**src/rtl/cache_pkg.sv**
```systemverilog
// cache_pkg: shared constants, types and helpers for the cache tag
// sequencing controller.
//   TAG_W / IDX_W / WAYS  - tag width, set index width, associativity
//   SETS / ADDR_W / RR_W  - derived sizes
//   TAG_LSB / IDX_LSB     - field positions inside a request address {tag, index}
//   state_t               - controller FSM states
//   lowest_onehot()       - isolates the lowest set bit of a way vector
package cache_pkg;

    localparam int TAG_W  = 8;
    localparam int IDX_W  = 2;
    localparam int WAYS   = 4;
    localparam int SETS   = 1 << IDX_W;
    localparam int ADDR_W = TAG_W + IDX_W;
    localparam int RR_W   = $clog2(WAYS);

    // Request address layout: {tag, index}, index in the low bits.
    localparam int IDX_LSB = 0;
    localparam int TAG_LSB = IDX_W;

    typedef enum logic [2:0] {
        IDLE   = 3'd0,
        LOOKUP = 3'd1,
        MISS   = 3'd2,
        FILL   = 3'd3,
        RESP   = 3'd4
    } state_t;

    // One-hot of the lowest set bit; all-zero input gives all-zero output.
    function automatic logic [WAYS-1:0] lowest_onehot(input logic [WAYS-1:0] v);
        logic [WAYS-1:0] r;
        r = '0;
        for (int i = WAYS - 1; i >= 0; i--) begin
            if (v[i]) begin
                r    = '0;
                r[i] = 1'b1;
            end
        end
        return r;
    endfunction

endpackage

```
**src/rtl/cache_victim_sel.sv**
```systemverilog
// cache_victim_sel: combinational replacement choice for one set.
//   set_valid - valid bits of the addressed set
//   rr        - round-robin pointer of the addressed set
//   victim    - one-hot way to fill
//   used_rr   - 1 when the set was full and the pointer chose the victim
//               (the caller advances the pointer only in that case)
module cache_victim_sel
    import cache_pkg::*;
(
    input  logic [WAYS-1:0] set_valid,
    input  logic [RR_W-1:0] rr,
    output logic [WAYS-1:0] victim,
    output logic            used_rr
);

    always_comb begin
        used_rr = &set_valid;
        victim  = lowest_onehot(~set_valid);
        if (used_rr) begin
            victim = WAYS'(1) << rr;
        end
    end

endmodule

```
**src/rtl/cache_tag_ctrl.sv**
```systemverilog
// cache_tag_ctrl: sequences one lookup at a time against an external
// 4-set x 4-way tag store, qualifies raw tag matches with its own valid
// bits, and on a miss runs a fill handshake and writes the new tag.
//
// Ports
//   clk, rst                 - clock; synchronous active-low reset
//   req_valid/req_ready      - request handshake, req_addr = {tag, index}
//   inv_all                  - pulse, clears every valid bit (IDLE only)
//   resp_valid/hit/way       - one-cycle response, one-hot way
//   mem_req/mem_ack          - fill handshake with the memory side
//   ts_valid/ts_r/ts_w       - tag store enable and strobes
//   ts_index/ts_way/ts_tag   - tag store set, write way, tag
//   ts_V                     - valid bits of the addressed set (LOOKUP)
//   ts_hit                   - raw one-hot tag match from the tag store
//   dbg_state                - current FSM state, for observation only
//
// Handshakes: a request transfers on a rising edge where req_valid and
// req_ready are both 1; req_ready is only ever high in IDLE and never
// depends on req_valid. A fill completes on the first edge in MISS with
// mem_ack=1; mem_req stays high until then and mem_ack is ignored in every
// other state.
module cache_tag_ctrl
    import cache_pkg::*;
(
    input  logic              clk,
    input  logic              rst,
    input  logic              req_valid,
    input  logic [ADDR_W-1:0] req_addr,
    output logic              req_ready,
    input  logic              inv_all,
    output logic              resp_valid,
    output logic              resp_hit,
    output logic [WAYS-1:0]   resp_way,
    output logic              mem_req,
    input  logic              mem_ack,
    output logic              ts_valid,
    output logic              ts_r,
    output logic              ts_w,
    output logic [IDX_W-1:0]  ts_index,
    output logic [WAYS-1:0]   ts_way,
    output logic [TAG_W-1:0]  ts_tag,
    output logic [WAYS-1:0]   ts_V,
    input  logic [WAYS-1:0]   ts_hit,
    output state_t            dbg_state
);

    state_t                       state, state_nxt;
    logic [TAG_W-1:0]             req_tag;
    logic [IDX_W-1:0]             req_idx;
    logic [SETS-1:0][WAYS-1:0]    vbits;
    logic [SETS-1:0][RR_W-1:0]    rr;
    logic [WAYS-1:0]              victim_q;
    logic                         victim_rr_q;
    logic                         resp_hit_q;
    logic [WAYS-1:0]              resp_way_q;

    logic [WAYS-1:0]              set_valid;
    logic [WAYS-1:0]              qual_hit;
    logic [WAYS-1:0]              victim;
    logic                         used_rr;

    assign set_valid = vbits[req_idx];
    // Raw matches from the store may be stale after inv_all or reset;
    // only ways this controller believes valid count as hits.
    assign qual_hit  = ts_hit & set_valid;
    assign dbg_state = state;

    cache_victim_sel u_victim_sel (
        .set_valid (set_valid),
        .rr        (rr[req_idx]),
        .victim    (victim),
        .used_rr   (used_rr)
    );

    // Next state and outputs. Every output is forced low while reset is
    // asserted, so the interface is quiet during reset regardless of state.
    always_comb begin
        state_nxt  = state;
        req_ready  = 1'b0;
        resp_valid = 1'b0;
        resp_hit   = 1'b0;
        resp_way   = '0;
        mem_req    = 1'b0;
        ts_valid   = 1'b0;
        ts_r       = 1'b0;
        ts_w       = 1'b0;
        ts_index   = '0;
        ts_way     = '0;
        ts_tag     = '0;
        ts_V       = '0;
        if (rst) begin
            case (state)
                IDLE: begin
                    // inv_all takes priority over a coincident request.
                    req_ready = !inv_all;
                    if (req_valid && !inv_all) begin
                        state_nxt = LOOKUP;
                    end
                end
                LOOKUP: begin
                    ts_valid  = 1'b1;
                    ts_r      = 1'b1;
                    ts_index  = req_idx;
                    ts_tag    = req_tag;
                    ts_V      = set_valid;
                    state_nxt = (qual_hit != '0) ? RESP : MISS;
                end
                MISS: begin
                    mem_req = 1'b1;
                    if (mem_ack) begin
                        state_nxt = FILL;
                    end
                end
                FILL: begin
                    ts_valid  = 1'b1;
                    ts_w      = 1'b1;
                    ts_index  = req_idx;
                    ts_way    = victim_q;
                    ts_tag    = req_tag;
                    state_nxt = RESP;
                end
                RESP: begin
                    resp_valid = 1'b1;
                    resp_hit   = resp_hit_q;
                    resp_way   = resp_way_q;
                    state_nxt  = IDLE;
                end
                default: state_nxt = IDLE;
            endcase
        end
    end

    always_ff @(posedge clk) begin
        if (!rst) begin
            state       <= IDLE;
            req_tag     <= '0;
            req_idx     <= '0;
            vbits       <= '0;
            rr          <= '0;
            victim_q    <= '0;
            victim_rr_q <= 1'b0;
            resp_hit_q  <= 1'b0;
            resp_way_q  <= '0;
        end else begin
            state <= state_nxt;
            case (state)
                IDLE: begin
                    if (inv_all) begin
                        // Replacement pointers intentionally survive.
                        vbits <= '0;
                    end else if (req_valid) begin
                        req_tag <= req_addr[TAG_LSB +: TAG_W];
                        req_idx <= req_addr[IDX_LSB +: IDX_W];
                    end
                end
                LOOKUP: begin
                    if (qual_hit != '0) begin
                        resp_hit_q <= 1'b1;
                        resp_way_q <= lowest_onehot(qual_hit);
                    end else begin
                        victim_q    <= victim;
                        victim_rr_q <= used_rr;
                    end
                end
                FILL: begin
                    vbits[req_idx] <= vbits[req_idx] | victim_q;
                    // Only a full-set eviction advances the pointer.
                    if (victim_rr_q) begin
                        rr[req_idx] <= rr[req_idx] + RR_W'(1);
                    end
                    resp_hit_q <= 1'b0;
                    resp_way_q <= victim_q;
                end
                default: ;
            endcase
        end
    end

endmodule

```
**config.mk**
```make
export PLATFORM = sky130hd
export DESIGN_NAME = cache_tag_ctrl
export DESIGN_NICKNAME = d
export VERILOG_FILES = /design/src/rtl/cache_pkg.sv /design/src/rtl/cache_victim_sel.sv /design/src/rtl/cache_tag_ctrl.sv
export SDC_FILE = /design/constraint.sdc
export NUM_CORES = 1
export LEC_CHECK = 0
export CAP_MARGIN = 5
export CORE_UTILIZATION = 55
export CTS_BUF_LIST = sky130_fd_sc_hd__clkbuf_16
export CTS_CLUSTER_DIAMETER = 200
export DETAILED_ROUTE_END_ITERATION = 8
export GPL_TIMING_DRIVEN = 0
export PLACE_DENSITY = 0.87
export SLEW_MARGIN = 20
export SYNTH_ARGS = -nofsm -noshare
export SYNTH_HDL_FRONTEND = slang
export SYNTH_SLANG_ARGS = --single-unit
```
**constraint.sdc**
```tcl
create_clock -name clk -period 5.73 [get_ports clk]
set_input_delay 1.719 -clock clk [delete_from_list [all_inputs] [get_ports clk]]
set_output_delay 1.719 -clock clk [all_outputs]
set_load 0.01 [all_outputs]
```
[Yosys cells after proc, flatten, opt, wreduce, memory -nomap -nowiden]
Cells that the tools add are included.
Word-level totals
  bits in registers: 47
  input port bits: 19
  output and inout bits: 32
  logic and storage cells: 100
Operators by class
  add/subtract/negate cells: 1
  magnitude comparators: 2
  eq/ne operators: 8
  shift operators: 1
  multiplexer cells: 53
  bitwise logic cells: 5
  reductions and logical operators: 15
Operators by type and width (number)
  2-to-1 mux 4 bit: 18
  one-hot mux 16 bit (2 select lines): 1
  bitwise mux 16 bit: 1
  2-to-1 mux 16 bit: 1
  2-to-1 mux 8 bit: 2
  2-to-1 mux 1 bit: 15
  one-hot mux 3 bit (4 select lines): 1
  AND reduction 2 bit: 5
  2-to-1 mux 3 bit: 3
  binary-select mux 4 bit (select 2 bit): 1
  bitwise mux 8 bit: 1
  demux 4 bit (select 2 bit): 1
  2-to-1 mux 2 bit: 4
  inequality test 2 bit (second input constant): 4
  one-hot mux 4 bit (2 select lines): 1
  equality test 3 x 2 -> 1 bit (second input constant): 2
  bitwise AND 4 bit: 1
  binary-select mux 2 bit (select 2 bit): 1
  demux 2 bit (select 2 bit): 1
  inverter 4 bit: 1
  bitwise OR 4 bit: 1
  AND reduction 4 bit: 1
  nonzero test 2 bit: 2
  nonzero test 4 bit: 1
  other kinds (13): 15

[Logic depth before layout (Yosys ltp)]
  depth after elaboration: 9
  mapped depth: 9
  mapped depth without buffers: 7

[By module]
A second synthesis with hierarchy kept.
Unflattened totals
  cells, all modules: 296
  area total of the unflattened synthesis: 2575.0 um^2
Modules (own cells, without submodules)
  cache_tag_ctrl: instances 1, cells each 284, area each 2501.1 um^2, seq. area each 940.9 um^2
  cache_victim_sel: instances 1, cells each 12, area each 73.8 um^2, seq. area each 0.0 um^2

[Worst setup path after synthesis]
OpenSTA, ideal clock, no wires.
  kind: input to output
  start: input port rst
  end: output port resp_hit
  arrival: 2983 ps
  required time: 4011 ps
  slack: 1028 ps
  cell stages on the path: 4
  buffers on the path: 1
  cells stage by stage: clkbuf_1 inv_1 nor4b_1 and2_1
Between the ends
  word-level cells in the longest chain between the ends: 1
RTL lines
  from (decl): RTL line cache_tag_ctrl.sv:26  | input logic rst,
  2-to-1 mux 1 bit: RTL line cache_tag_ctrl.sv:91  | if (rst) begin
  to (decl): RTL line cache_tag_ctrl.sv:32  | output logic resp_hit,
No other way between the ends.

[Worst setup path after layout]
  start: input port rst
  end: output port ts_valid
Between the ends
  word-level cells in the longest chain between the ends: 1
RTL lines
  2-to-1 mux 1 bit: RTL line cache_tag_ctrl.sv:91
  to (decl): RTL line cache_tag_ctrl.sv:36  | output logic ts_valid,
No other way between the ends.

==> impl_metrics.csv <==
group,metric,value,unit
outcome,status,"finished, final reports clean",
drt,drtIter0Drc,267,
min_path,min_from,"resp_way_q[1]",
sta,max_freq,188,MHz
setup_path,arrival,3.61,ns
drt,first_pass_iters,5,
power_and_ir_drop,comb_power_share,0.107,
final_layout,nets,356,
power_and_ir_drop,internal-power,521,uW
synth,synth_compound_area_frac,0.127,
floorplanning,start_util,0.591,
setup_path,critPathLaunchType,"input pin",
sta,clock_skew,0.00688,ns
power_and_ir_drop,leakage,1.21,nW
floorplanning,die_h,68.7,um
sta,slew_headroom,0.436,
synth,ys_async_sr_fraction,0,
clock_network,cts_max_level,2,
clock_network,ctsHoldBuffers,0,
global_route,antenna_found_initial,0,
synth,synth_area,2450,um^2
sta,whs,0.468,ns
drt,wl_per_cell,16.9,um
setup_path,crit_required,4.01,ns
global_route,overflow,0,
synth,yosysTopAreaCellShare,0.384,
global_route,grt_pass1_wl,10.7,mm
power_and_ir_drop,p_clk_frac,0.401,
setup_path,worstSetupPathType,"input pin to primary output",
placement,routabilityCongestion,0.844,
floorplanning,io_pins,51,
sta,fin_crit,5.32,ns
synth,ys_ff_latch,47,
synth,synthSimpleGateAreaFrac,0.232,
clock_network,clkTransAtPathRegs,0.06,ns
synth,synthAdderAreaFrac,0.0204,
sta,rsz0062_at_grt,"false",
synth,syn_area_per_cell,8.84,um^2
synth,ys_seq_area_frac,0.384,
synth,synth_area_leaders,"dfxtp_1 (38%), mux2_2 (7.4%), mux2i_1 (6.5%)",
sta,timing.setup.tns,0,ns
synth,synth_top_area_cell,"dfxtp_1",
drt,vias,2300,
sta,setup_viol,0,
setup_path,critPathCaptureType,"primary output",
placement,post-dp-hpwl,4.62,mm
synth,synthFlopType,"dfxtp_1",
global_route,grt_max_degree,14,
drt,vias_per_cell,6.01,
setup_path,worstSetupStartpoint,"rst",
floorplanning,die_w,68.7,um
clock_network,clockBufferDepth,2,
power_and_ir_drop,switching_share,0.238,
synth,netlist_instances,277,
floorplanning,rows,23,
final_layout,layout_common_cells,"clkdlybuf4s50_1 (49), dfxtp_1 (47), nor2_1 (42)",
clock_network,insertion_delay,0.29,ns
synth,synthDistinctLibCells,44,
final_layout,antenna_cells,0,
final_layout,syn2layout_area_growth,28.4,%
synth,yosys.area_share.xor_xnor,0,
final_layout,final_common_cell,"clkdlybuf4s50_1",
clock_network,cts_root_buf,"clkbuf_16",
drt,ant_nets,0,
flow_run,drv_cap,0,
sta,slew_violations,0,
synth,synth_top_family_by_area,"simple AND/OR/NAND/NOR gates",
sta,tightest_slew,0.846,ns
clock_network,cts_buffers,5,
synth,syn_nets,300,
clock_network,cts.repair.resized,0,
clock_network,cts_tree,"yes",
drt,totalWireLength,6.48,mm
setup_path,reg2regPathDepth,9,
drt,drcViolationCount,0,
synth,synth_mux_area_frac,0.188,
synth,synth-edff-count,0,
final_layout,num-fill-cells,299,
global_route,track_usage,0.313,
min_path,hp-class,"flop to flop",
placement,portBuffers,49,
clock_network,cts.sinks,47,
synth,yosysWarnings,0,
power_and_ir_drop,p_seq_frac,0.492,
min_path,min_delay_path_depth,2,
clock_network,post_cts_buffers,0,
floorplanning,core-area,4140,um^2
final_layout,drive_gt1_frac,0.105,
power_and_ir_drop,switching_power,163,uW
power_and_ir_drop,vdd_drop_max,202,uV
setup_path,rr_startpoint,"req_idx[0]",
setup_path,crit_path_max_fanout,10,
sta,finalCritPeriodShare,0.929,
global_route,first_global_vias,2217,
floorplanning,dieArea,4730,um^2
sta,hold_violations,0,
power_and_ir_drop,power_density,217,nW/um^2
[synth_stat cells, drive strengths merged (4+ instances only)]
library cell	instances
buf	4
nor2	42
inv	7
and3	15
nand3	6
mux4	5
ha	4
nand2	27
mux2	16
nor3	5
dfxtp	47
a221oi	6
clkbuf	18
mux2i	16
and2	9
a21oi	12
[area by class of cell]
type	count	area (um^2)	area share
Buffer	22	91.3	0.0290
Clock buffer	5	125	0.0398
Clock inverter	2	8.76	0.00278
Inverter	7	26.3	0.00835
Multi-Input combinational cell	201	1400	0.445
Sequential cell	47	941	0.299
Tap cell	50	62.6	0.0199
Timing Repair Buffer	49	490	0.156
[metal layers]
metal,part of all wire,track usage,wire length [um],vias up
met1,0.44,0.398,2860,1084
met4,0.025,0.138,164,0
met2,0.48,0.515,3090,100
met5,0,0,0,-
met3,0.057,0.0592,369,18
li1,-,-,-,1098
[state kept, by name, indices dropped and copies added, names as in the netlist, 2 cells and up]
signal	count
victim_q	4
resp_way_q	4
req_idx	2
req_tag	8
vbits	16
rr	8
dbg_state	3
[metrics by stage]
step | setup WS, ns | instance area, um^2 | utilization | instances | total power [mW]
2_1_floorplan | 1.03 | 2450 | - | 277 | 0.383
3_3_place_gp | 0.436 | 3000 | 0.725 | 376 | 0.413
3_5_place_dp | 0.416 | 3000 | 0.725 | 376 | 0.415
4_1_cts | 0.417 | 3140 | 0.757 | 383 | 0.684
5_1_grt | 0.210 | 3150 | 0.759 | 383 | 0.706
6_report | 0.406 | 3150 | 0.759 | 383 | 0.684
[worst paths after layout]
kind | end | slack (ns)
max | ts_valid | 0.41
min | resp_way_q[1] | 0.47
max reg2reg | victim_q[3] | 3.20
min reg2reg | resp_way_q[1] | 0.47
[worst max-delay path: stages]
cell	delay [ns]
clkbuf_1	0.19
inv_1	0.17
clkbuf_1	0.40
buf_1	0.49
nor2_1	0.12
clkdlybuf4s50_1	0.50
[power groups by stage]
stage          clock network (mW)  logic [mW]  registers, mW
6_report                    0.275      0.0730          0.337
5_1_grt                     0.290      0.0796          0.337
4_1_cts                     0.276      0.0720          0.336
3_5_place_dp                    0      0.0713          0.344
3_3_place_gp                    0      0.0699          0.343
2_1_floorplan                   0      0.0403          0.343
[kinds of logic (layout without fill, tap and decap cells)]
kind of cell / count (synthesis) / after routing
mux: 37 / 37
simple gates: 118 / 118
fa+ha+maj: 4 / 4
flops: 47 / 47
compound gates: 42 / 42
buf+inv: 29 / 85
(Power assumes the default switching activity.)
